$ cat src/rtl/updown_mod_counter_if.sv
// Control and status bundle for updown_mod_counter.
// master: drives en/up/clr/load/load_val and observes count/tc/ovf.
// slave:  the counter side; consumes the controls and drives the status.
interface updown_mod_counter_if #(
    parameter int WIDTH = 4
);
    logic             en;
    logic             up;
    logic             clr;
    logic             load;
    logic [WIDTH-1:0] load_val;
    logic [WIDTH-1:0] count;
    logic             tc;
    logic             ovf;

    modport master (
        output en, up, clr, load, load_val,
        input  count, tc, ovf
    );

    modport slave (
        input  en, up, clr, load, load_val,
        output count, tc, ovf
    );
endinterface

$ cat src/rtl/updown_mod_counter.sv
// Prescaled up/down modulo counter with wrap/saturate, load, clear,
// a combinational terminal count and a registered overflow pulse.
// Ports: clk, rst (async, active-high), bus (slave modport):
//   en, up, clr, load, load_val in; count, tc, ovf out.
module updown_mod_counter #(
    parameter int WIDTH    = 4,
    parameter int MAX_VAL  = 2**WIDTH - 1,
    parameter int PRESCALE = 1,
    parameter bit SATURATE = 1'b0
) (
    input logic                 clk,
    input logic                 rst,
    updown_mod_counter_if.slave bus
);
    localparam int PSC_W = (PRESCALE > 1) ? $clog2(PRESCALE) : 1;
    localparam logic [WIDTH-1:0] MAX_C    = WIDTH'(MAX_VAL);
    localparam logic [PSC_W-1:0] PSC_LAST = PSC_W'(PRESCALE - 1);

    logic [WIDTH-1:0] count_q, count_d;
    logic [PSC_W-1:0] psc_q, psc_d;
    logic             ovf_q, ovf_d;
    logic             at_limit;
    logic             step;

    // Limit depends on the direction requested this cycle.
    assign at_limit = bus.up ? (count_q == MAX_C) : (count_q == '0);
    assign step     = bus.en && (psc_q == PSC_LAST);

    always_comb begin
        count_d = count_q;
        psc_d   = psc_q;
        ovf_d   = 1'b0;
        if (bus.clr) begin
            count_d = '0;
            psc_d   = '0;
        end else if (bus.load) begin
            count_d = (bus.load_val > MAX_C) ? MAX_C : bus.load_val;
            psc_d   = '0;
        end else if (step) begin
            psc_d = '0;
            ovf_d = at_limit;
            if (at_limit) begin
                if (SATURATE)
                    count_d = count_q;
                else
                    count_d = bus.up ? '0 : MAX_C;
            end else if (bus.up) begin
                count_d = count_q + WIDTH'(1);
            end else begin
                count_d = count_q - WIDTH'(1);
            end
        end else if (bus.en) begin
            psc_d = psc_q + PSC_W'(1);
        end
    end

    always_ff @(posedge clk or posedge rst) begin
        if (rst) begin
            count_q <= '0;
            psc_q   <= '0;
            ovf_q   <= 1'b0;
        end else begin
            count_q <= count_d;
            psc_q   <= psc_d;
            ovf_q   <= ovf_d;
        end
    end

    assign bus.count = count_q;
    assign bus.tc    = at_limit;
    assign bus.ovf   = ovf_q;
endmodule

$ cat src/flat_wrapper.sv
// flat-port wrapper written by rule: the top's interface ports become plain ports
module updown_mod_counter_flat 
#(
    parameter int WIDTH    = 4,
    parameter int MAX_VAL  = 2**WIDTH - 1,
    parameter int PRESCALE = 1,
    parameter bit SATURATE = 1'b0
)
  (clk, rst, bus_en, bus_up, bus_clr, bus_load, bus_load_val, bus_count, bus_tc, bus_ovf);
  updown_mod_counter_if #(.WIDTH(WIDTH)) bus_i ();
  input logic clk;
  input logic rst;
  input wire logic [$bits(bus_i.en)-1:0] bus_en;
  input wire logic [$bits(bus_i.up)-1:0] bus_up;
  input wire logic [$bits(bus_i.clr)-1:0] bus_clr;
  input wire logic [$bits(bus_i.load)-1:0] bus_load;
  input wire logic [$bits(bus_i.load_val)-1:0] bus_load_val;
  output wire logic [$bits(bus_i.count)-1:0] bus_count;
  output wire logic [$bits(bus_i.tc)-1:0] bus_tc;
  output wire logic [$bits(bus_i.ovf)-1:0] bus_ovf;
  assign bus_i.en = bus_en;
  assign bus_i.up = bus_up;
  assign bus_i.clr = bus_clr;
  assign bus_i.load = bus_load;
  assign bus_i.load_val = bus_load_val;
  assign bus_count = bus_i.count;
  assign bus_tc = bus_i.tc;
  assign bus_ovf = bus_i.ovf;
  updown_mod_counter #(.WIDTH(WIDTH), .MAX_VAL(MAX_VAL), .PRESCALE(PRESCALE), .SATURATE(SATURATE)) u_core (.clk(clk), .rst(rst), .bus(bus_i));
endmodule
$ cat config.mk
export PLATFORM = sky130hd
export DESIGN_NAME = updown_mod_counter_flat
export DESIGN_NICKNAME = d
export VERILOG_FILES = /design/src/rtl/updown_mod_counter_if.sv /design/src/rtl/updown_mod_counter.sv /design/src/flat_wrapper.sv
export SDC_FILE = /design/constraint.sdc
export NUM_CORES = 1
export LEC_CHECK = 0
export BUFFER_PORTS_ARGS = -buffer_cell sky130_fd_sc_hd__buf_2
export CELL_PAD_IN_SITES_DETAIL_PLACEMENT = 0
export CELL_PAD_IN_SITES_GLOBAL_PLACEMENT = 1
export CORE_ASPECT_RATIO = 0.8
export CORE_UTILIZATION = 25
export DETAILED_ROUTE_END_ITERATION = 6
export PLACE_DENSITY_LB_ADDON = 0.1
export REMOVE_ABC_BUFFERS = 1
export SLEW_MARGIN = 20
export SYNTH_ARGS = -nofsm -noshare
export SYNTH_HDL_FRONTEND = slang
export SYNTH_SLANG_ARGS = --single-unit
$ cat constraint.sdc
create_clock -name clk -period 1.8 [get_ports clk]
set_input_delay 0.54 -clock clk [delete_from_list [all_inputs] [get_ports clk]]
set_output_delay 0.54 -clock clk [all_outputs]
set_load 0.05 [all_outputs]
# Yosys cells after proc, flatten, opt, wreduce, memory -nomap -nowiden
# Index checks and enable logic that the tools add are counted.
[totals]
regBits = 6
[op_classes]
n_addsub = 3
magnitude_cmp = 1
n_eq_ne = 1
mux = 15
bitwise = 1
reduce_logical = 4
[ops]
columns = ["cell", "n"]
rows = [
  ["4-bit 2-to-1 mux", 7],
  ["1-bit 2-to-1 mux", 8],
  ["4-bit by 1-bit adder with 4-bit output (second input constant)", 1],
  ["4-bit equality test (second input constant)", 1],
  ["4-bit greater-than comparator (second input constant)", 1],
  ["4-bit zero test", 1],
  ["4-bit nonzero test", 1],
  ["4-bit by 1-bit subtractor with 4-bit output (second input constant)", 1],
  ["3-bit nonzero test", 1],
  ["1-bit adder (second input constant)", 1],
  ["1-bit logical AND", 1],
  ["1-bit NOT", 1],
]

# Depth between registers and ports, before layout
# Gate-level depths: netlist (run 1).
[logic_depth]
word_depth = 6
mapped_depth = 6

# Least setup slack after synthesis (run 1)
# OpenSTA, ideal clock, no wires.
[synth_path]
kind = "reg-to-output"
start = "register u_core.count_q[1], in the netlist u_core.bus.count[1]"
end = "output port bus_tc"
arrival_time_ps = 1554
t_required_ps = 1260
setup_slack_ps = -294
stages_incl_launch_ff = 4
path_buffers = 0
cell_sequence = "dfrtp_1 or4_4 nor2_4 a21o_2"
[synth_between]
elab_chain_cells = 2
elab_cells_between_ends = 3
classes_between = "eq/ne: 1; mux: 1; reduce/logical: 1"
[synth_rtl]
columns = ["element", "line_no", "source"]
rows = [
  ["start: declaration", "updown_mod_counter.sv:19", "logic [WIDTH-1:0] count_q, count_d;"],
  ["start signal: assignment", "updown_mod_counter.sv:63", "count_q <= count_d;"],
  ["4-bit equality test / 4-bit zero test (equally long branches)", "updown_mod_counter.sv:26", "assign at_limit = bus.up ? (count_q == MAX_C) : (count_q == '0);"],
  ["1-bit 2-to-1 mux (*)", "updown_mod_counter.sv:26", ""],
  ["end: declaration", "flat_wrapper.sv:19", "output wire logic [$bits(bus_i.tc)-1:0] bus_tc;"],
]
# Every way passes the cells marked *; elsewhere a longest branch is shown, timed or not.

# Final worst setup path (run 1)
[layout_path]
start = "register u_core.count_q[3], in the netlist u_core.bus.count[3]"
end = "output port bus_tc"
# Same word-level chain as after synthesis.

==> results_dict.tcl, run 1 <==
set metrics [dict create \
    crit_chain "or4_4 -> nor2_4 -> a21o_4 -> buf_8" \
    drcViolationCount 0 \
    path_class "reg2out" \
    timing.fmax_mhz 482 \
    reg2reg_slack_ps 70 \
    rows 13 \
    final_net_count 92 \
    cts.sinks 6 \
    gp_congestion 0.799 \
    violations "setup timing" \
    initial_utilization_pct 27.3 \
    crit_path_end_kind "output port" \
    finClkSkew_ps 2.45 \
    hold_path_class "in2async" \
    yosys_warnings 0 \
    h-tree-depth 1 \
    stdcell_area_um2 687 \
    clkLatencyLatePin_ps 240 \
    area_delta_synth_final_pct 50.0 \
    fin_cells 99 \
    timing.final.ws_setup_ps -275 \
    wl_per_cell_um 12.5 \
    synth_area_um2 458 \
    required_ps 1260 \
    num-fill-cells 182 \
    grt_max_degree 9 \
    netlist_instances 49 \
    synth_commonest_cells "a21oi_1 (6), dfrtp_1 (6), inv_1 (6)" \
    grt_setup_unrepaired "yes" \
    seq_area_frac_synth_pct 32.8 \
    drive_above_1_share_pct 46.8 \
    final_antenna_net_count 0 \
    gr-usage-all-layers_pct 14.2 \
    p_leak_nw 0.358 \
    multi_input_area_um2 297 \
    synth.top_cell.area_share_pct 32.8 \
    critPathMaxStageDelay_ps 560 \
    max_cap_violations 0 \
    ys.flop_type "dfrtp_1" \
    totalWireLength_um 1230 \
    die_area_um2 2010 \
    cts.path.max_buffers 2 \
    critPathTopFamily "simple AND/OR/NAND/NOR gates" \
    vias 470 \
    final.period_utilization_pct 115 \
    cts.clk_slew.worst_paths_ps 50 \
    first_pass_iters 4 \
    synth.distinct_cells 25 \
    cts-buffers-inserted 3 \
    crit_path_max_fanout 2 \
    power_w 0.000482 \
    routed_via_density 4.75 \
    status "finished with violations" \
    critPathArrivalTime_ps 1530 \
    cts_root_buffer "clkbuf_4" \
    die_y_um 40.3 \
    finalHoldViolCount 0 \
    pin_count 16 \
    drt_iter0_markers 8 \
    synthArstFlopShare_pct 100 \
    synth_edf_count 0 \
    cts_tree "built" \
    place_inst 96 \
    ys_seq_elements 6 \
    core-area_um2 1680 \
    grt_pass1_wl_um 1990 \
    post-cts-setup-buffer-count 0 \
    dp_hpwl_um 1030 \
    ir_drop_v 0.000325 \
    seq_area_um2 150 \
    drv_slew 0 \
    cp_slowest_cell "or4_4" \
    portBuffers 15 \
    timing.critical_path.buf_inv 1 \
    slew_headroom_pct 75.2 \
    grt_pass1_vias 448 \
    antenna_cells 0 \
    post-route-min-period_ps 2070 \
    die_x_um 49.9 \
    worst_pin_slew_ps 371 \
    syn_area_per_cell_um2 9.35 \
    placed_cell_area_um2 632 \
    synth_area_leaders "dfrtp_1 (33%), a21oi_1 (6.6%), ha_1 (5.5%)" \
    synth.largest_area_cell "dfrtp_1" \
    grt-ovfl-total 0 \
    setup_viol 1 \
    p_per_area_nw_per_um2 701 \
    pre_cts_ws_ps -219 \
    tns_ps -275 \
    startpoint_type "flip-flop" \
    antenna_found_initial 0 \
]
through the flow:
step	hold slack [ps]	util, %
after floorplan	331	-
after global placement	470	37.7
after detailed placement	470	37.7
after CTS	205	41.0
after global routing	219	41.0
final	201	41.0
state kept, by name (all words and copies together), names as in the netlist:
signal            flops
u_core.bus.count      4
u_core.bus.ovf        1
u_core.psc_q          1
path summary, 6_finish.rpt:
kind,from,endpoint,depth (start not counted)
min in group clk,bus_en,u_core.psc_q$_DFFE_PP0P_,2
max in group asynchronous,rst,u_core.bus.count[3]$_DFFE_PP0P_,2
min,rst,u_core.bus.ovf$_DFF_PP0_,2
min reg2reg,u_core.psc_q$_DFFE_PP0P_,u_core.psc_q$_DFFE_PP0P_,1
max,u_core.bus.count[3]$_DFFE_PP0P_,bus_tc,4
max reg2reg,u_core.bus.count[2]$_DFFE_PP0P_,u_core.bus.count[3]$_DFFE_PP0P_,6
layout make-up:
type	instances	area share, %
clock buffers	3	3.28
well taps	22	4.01
multi-input cells	36	43.2
flip-flops and latches	6	21.9
inverters	6	3.28
repair buffers	26	24.4
layout by cell type (no fill, tap or decap), types with 2 or more instances in the layout:
master | netlist | routed
o31ai_1 | 2 | 2
xnor2_1 | 2 | 2
inv_1 | 6 | 6
a21oi_1 | 6 | 5
dfrtp_1 | 6 | 6
nand2_1 | 4 | 4
buf_2 | 0 | 14
clkbuf_4 | 0 | 3
buf_4 | 0 | 11
o21ai_0 | 4 | 4
where the power goes:
part           switching [W]  leakage (nW)  internal, W
clock network      0.0000500        0.0138    0.0000755
registers         0.00000546        0.0795     0.000145
logic               0.000118         0.265    0.0000882
total               0.000173         0.358     0.000308
logic make-up after synthesis:
logic type	share of synthesized area (%)
compound gates	26.2
fa+ha+maj	9.84
buf+inv	7.38
simple gates	19.9
xor+xnor	3.83
flops	32.8
repair_timing:
item | 4_1_cts | 5_1_grt
hold buffers | 0 | 0
pin swaps | 1 | 0
gates resized for setup | 6 | 0
endpoints found under the setup margin | 2 | 1
layer usage:
layer  up-vias  GRT usage [%]  share of wire [%]
met1       216           17.8                 51
met3         0           6.44                6.7
met2        17           22.3                 42
met5         -              0                  0
met4         0           4.29                  0
li1        237              -                  -
No activity file was read; power rests on OpenSTA's default activity.
==> inputs of run 2 (changes only) <==
- GPL_TIMING_DRIVEN: unset -> 0
==> run 2 against run 1 <==
  * The run still ends with setup timing left
  * Maximum frequency down 1.0%
  * Sequential share of layout area is 0.69 points higher
  * Sequential power up 5%
  * Setup slack got worse by 21 ps
  * Worst hold slack lost 12 ps
  * Die area unchanged
  * Wire length is 0.24% lower
  * First-iteration DRC count decreased by 50%
  * Non-clock buffer count fell by 7
  * Register-to-register slack about the same
  * Largest power group unchanged
==> results_dict.tcl, run 2 (synthesis results as in run 1) <==
set metrics [dict create \
    path_class "reg2out" \
    critPathMaxStageDelay_ps 550 \
    totalWireLength_um 1230 \
    area_delta_synth_final_pct 47.8 \
    cp_slowest_cell "or4_4" \
    cts.hold.buffers_added 0 \
    cts.sinks 6 \
    num-fill-cells 179 \
    combPwrFrac_pct 41.4 \
    timing.fmax_mhz 477 \
    reg2reg_depth 6 \
    p_clk_share_pct 26.6 \
    grt_pass1_vias 466 \
    portBuffers 15 \
    fin_cells 92 \
    grt_setup_unrepaired "yes" \
    die_y_um 40.3 \
    core-area_um2 1680 \
    power.switching_w 0.000182 \
    r2r-start "u_core.bus.count[2]$_DFFE_PP0P_" \
    finClkSkew_ps 5.41 \
    pin_count 16 \
    timing.final.ws_setup_ps -296 \
    gr-usage-all-layers_pct 15.0 \
    slew_headroom_pct 73.2 \
    status "finished with violations" \
    grt_pass1_wl_um 2090 \
    routed_via_density 4.88 \
    p_int_w 0.000308 \
    final.period_utilization_pct 116 \
    crit_path_end_kind "output port" \
    initial_utilization_pct 27.3 \
    required_ps 1260 \
    pre_cts_ws_ps -314 \
    max_cap_violations 0 \
    place_inst 85 \
    stdcell_area_um2 677 \
    grt_max_degree 10 \
    holdWs_ps 189 \
    final_common_cell "buf_2" \
    p_per_area_nw_per_um2 724 \
    crit_path_max_fanout 2 \
    cts.path.max_buffers 2 \
    cts-buffers-inserted 3 \
    drive_above_1_share_pct 51.4 \
    largest_reg_flops 4 \
    wl_per_cell_um 13.4 \
    antenna_found_initial 0 \
    drv_slew 0 \
    rows 13 \
    h-tree-depth 1 \
    reg2reg_slack_ps 70 \
    share_seq_of_total_power_pct 32.0 \
    first_pass_iters 2 \
    cts.clk_slew.worst_paths_ps 50 \
    worst_pin_slew_ps 402 \
    drt_iter0_markers 4 \
    power_w 0.000490 \
    drcViolationCount 0 \
    dp_hpwl_um 911 \
    critPathArrivalTime_ps 1560 \
    final_antenna_net_count 0 \
    die_area_um2 2010 \
    startpoint_type "flip-flop" \
    placed_cell_area_um2 549 \
    setup_viol 1 \
    die_x_um 49.9 \
    final_net_count 85 \
    r2r_end "u_core.bus.count[3]$_DFFE_PP0P_" \
    clkLatencyLatePin_ps 250 \
    vias 449 \
    gp_congestion 0.720 \
    antenna_cells 0 \
    ir_drop_v 0.000279 \
    hold_path_class "in2async" \
    crit_chain "or4_4 -> nor2_4 -> a21o_4 -> buf_8" \
    cts_root_buffer "clkbuf_4" \
    finalHoldViolCount 0 \
    p_leak_nw 0.322 \
    post-route-min-period_ps 2100 \
    grt-ovfl-total 0 \
    switching_share_pct 37.2 \
    cts_tree "built" \
    violations "setup timing" \
    final_cell_mix "buf_2 (13), inv_1 (5)" \
]
-- run 2: layer usage --
metal	routed length (um)	part of all wire (%)	up-vias	track usage, %
met5	0	0	-	0
met4	14	1.1	0	7.14
met3	62	5.0	2	4.92
met2	500	41	14	24.0
met1	652	53	205	18.6
li1	-	-	228	-
-- run 2: worst max-delay path: cells and delay by family, from the launching register on --
family,cells,cell delay [ps]
compound gates,1,100
buf+inv,1,130
flops,1,400
simple gates,2,660
-- run 2: what timing repair did --
action,4_1_cts,5_1_grt
resized for setup,7,9
endpoints found under the setup margin,2,2
pin swaps,2,3
buffers inserted,3,1
-- run 2: worst max path at each step --
| stage | from | end | slack (ps) | cells past startpoint |
|---|---|---|---|---|
| floorplan | u_core.bus.count[1]$_DFFE_PP0P_ | bus_tc | -290 | 3 |
| global placement | bus_up | u_core.bus.count[3]$_DFFE_PP0P_ | -310 | 7 |
| detailed placement | bus_up | u_core.bus.count[3]$_DFFE_PP0P_ | -310 | 7 |
| CTS | u_core.bus.count[2]$_DFFE_PP0P_ | bus_tc | -330 | 4 |
| global route | u_core.bus.count[1]$_DFFE_PP0P_ | bus_tc | -360 | 4 |
| finish | u_core.bus.count[1]$_DFFE_PP0P_ | bus_tc | -300 | 4 |
-- run 2: area by class of cell --
class | instances | area [um2] | share of cell area [%]
Multi-Input combinational cell | 36 | 330 | 48.8
Sequential cell | 6 | 153 | 22.6
Timing Repair Buffer | 19 | 121 | 17.9
Tap cell | 22 | 27.5 | 4.07
Clock buffer | 3 | 22.5 | 3.33
Inverter | 6 | 22.5 | 3.33
-- run 2: power by group through the flow --
stage / combinational, W / clock (W) / sequential, W
after floorplan: 0.0000770 / 0 / 0.000190
after global placement: 0.000151 / 0 / 0.000161
after detailed placement: 0.000151 / 0 / 0.000161
after CTS: 0.000181 / 0.000133 / 0.000156
after global routing: 0.000223 / 0.000138 / 0.000158
final: 0.000203 / 0.000131 / 0.000157
-- run 2: per-stage QoR --
stage	utilization [%]	setup TNS, ps
4_1_cts	37.2	-328
3_3_place_gp	32.8	-561
6_report	40.4	-296
3_5_place_dp	32.8	-552
5_1_grt	40.4	-358
2_1_floorplan	-	-467
==> inputs of run 3 (changes only) <==
- CELL_PAD_IN_SITES_DETAIL_PLACEMENT: 0 -> 2
- CELL_PAD_IN_SITES_GLOBAL_PLACEMENT: 1 -> 2
==> run 3 against run 2 <==
  * Worst hold slack improved by 21 ps
  * Combinational power increased by 6%
  * Wire length grew 27%
  * Largest power group unchanged
  * First-iteration DRC count is 75% lower
  * Sequential cell count did not move
  * Critical endpoint unchanged
  * The flow still finishes with violations (setup timing)
==> results_dict.tcl, run 3 (synthesis results as in run 1) <==
set metrics [dict create \
    reg2reg_slack_ps 40 \
    initial_utilization_pct 27.3 \
    die_x_um 49.9 \
    max_cap_violations 0 \
    grtUsageMet2_pct 28.4 \
    grt_pass1_wl_um 2360 \
    finClkSkew_ps 2.13 \
    rows 13 \
    drive_above_1_share_pct 50.7 \
    antenna_cells 0 \
    crit_end "bus_tc" \
    crit_path_max_fanout 2 \
    totalWireLength_um 1560 \
    final_net_count 86 \
    routed_via_density 5.00 \
    hold_path_class "in2async" \
    cts.hold.buffers_added 0 \
    path_class "reg2out" \
    p_per_area_nw_per_um2 730 \
    ir_drop_v 0.000379 \
    reg2reg_depth 6 \
    post-route-min-period_ps 2110 \
    crit_start "u_core.bus.count[1]$_DFFE_PP0P_" \
    met1_usage_pct 21.7 \
    pin_count 16 \
    r2r-start "u_core.bus.count[2]$_DFFE_PP0P_" \
    drv_slew 0 \
    pre_cts_ws_ps -344 \
    cts.path.max_buffers 2 \
    die_y_um 40.3 \
    worst_pin_slew_ps 391 \
    final.period_utilization_pct 117 \
    largest_reg_flops 4 \
    r2r_end "u_core.bus.count[3]$_DFFE_PP0P_" \
    die_area_um2 2010 \
    grt_pass1_vias 476 \
    status "finished with violations" \
    first_pass_iters 2 \
    cts.sinks 6 \
    setup_viol 1 \
    gr-usage-met3_pct 5.68 \
    h-tree-depth 1 \
    finalHoldViolCount 0 \
    final_antenna_net_count 0 \
    cts-buffers-inserted 3 \
    p_leak_nw 0.327 \
    gr-usage-all-layers_pct 17.6 \
    required_ps 1260 \
    slew_headroom_pct 73.9 \
    gp_congestion 0.724 \
    grt-ovfl-total 0 \
    drcViolationCount 0 \
    core-area_um2 1680 \
    vias 465 \
    wl_per_cell_um 16.7 \
    cts_root_buffer "clkbuf_4" \
    cts_tree "built" \
    violations "setup timing" \
    drt_iter0_markers 1 \
    grt_max_degree 10 \
    clkLatencyLatePin_ps 250 \
    antenna_found_initial 0 \
    portBuffers 15 \
    busiest_layer "met2" \
    critPathArrivalTime_ps 1570 \
    tns_ps -307 \
    crit_path_end_kind "output port" \
    area_delta_synth_final_pct 47.8 \
    timing.fmax_mhz 475 \
    cts.clk_slew.worst_paths_ps 40 \
    num-fill-cells 191 \
    grt_setup_unrepaired "yes" \
    seq_area_um2 153 \
    startpoint_type "flip-flop" \
    multi_input_area_um2 327 \
    final_cell_mix "buf_2 (13), a21oi_1 (5), inv_1 (5), buf_4 (5)" \
    final_common_cell "buf_2" \
    timing.final.ws_setup_ps -307 \
]
## run 3: cell type report
cell class | instances | share of cell area, %
clock buffers | 3 | 3.33
multi-input cells | 36 | 48.2
inverters | 6 | 3.33
repair buffers | 20 | 18.5
flip-flops and latches | 6 | 22.6
well taps | 22 | 4.07
## run 3: power breakdown
part	switching [W]	internal, W
clock network	0.0000496	0.0000755
logic	0.000128	0.0000871
registers	0.00000816	0.000146
total	0.000186	0.000308
## run 3: routing by layer
metal	wire length [um]	up-vias
met4	25	0
li1	-	225
met1	729	222
met3	54	5
met2	747	13
met5	0	-
## run 3: per-stage QoR
stage | std cells | area (um2) | power (W) | hold WS [ps] | util [%]
after floorplan | 48 | 447 | 0.000267 | 331 | -
after global placement | 85 | 549 | 0.000313 | 474 | 32.8
after detailed placement | 85 | 549 | 0.000317 | 475 | 32.8
after CTS | 92 | 637 | 0.000476 | 213 | 38.0
after global routing | 93 | 677 | 0.000522 | 218 | 40.4
final | 93 | 677 | 0.000494 | 211 | 40.4
## run 3: worst min path at each step
stage                                 endpoint
2_1_floorplan  u_core.bus.count[0]$_DFFE_PP0P_
3_3_place_gp          u_core.bus.ovf$_DFF_PP0_
3_5_place_dp          u_core.bus.ovf$_DFF_PP0_
4_1_cts               u_core.bus.ovf$_DFF_PP0_
5_1_grt        u_core.bus.count[2]$_DFFE_PP0P_
6_report              u_core.bus.ovf$_DFF_PP0_
## run 3: timing repair
item,4_1_cts,5_1_grt
buffers inserted,4,1
resized for setup,8,6
gates cloned,0,0
pin swaps,2,1
setup endpoints to repair,2,2
## run 3: critical path, cell delays in order (launching register included)
cell,delay (ps)
dfrtp_2,400
or4_4,530
nor2_4,120
a21o_4,120
buf_8,140
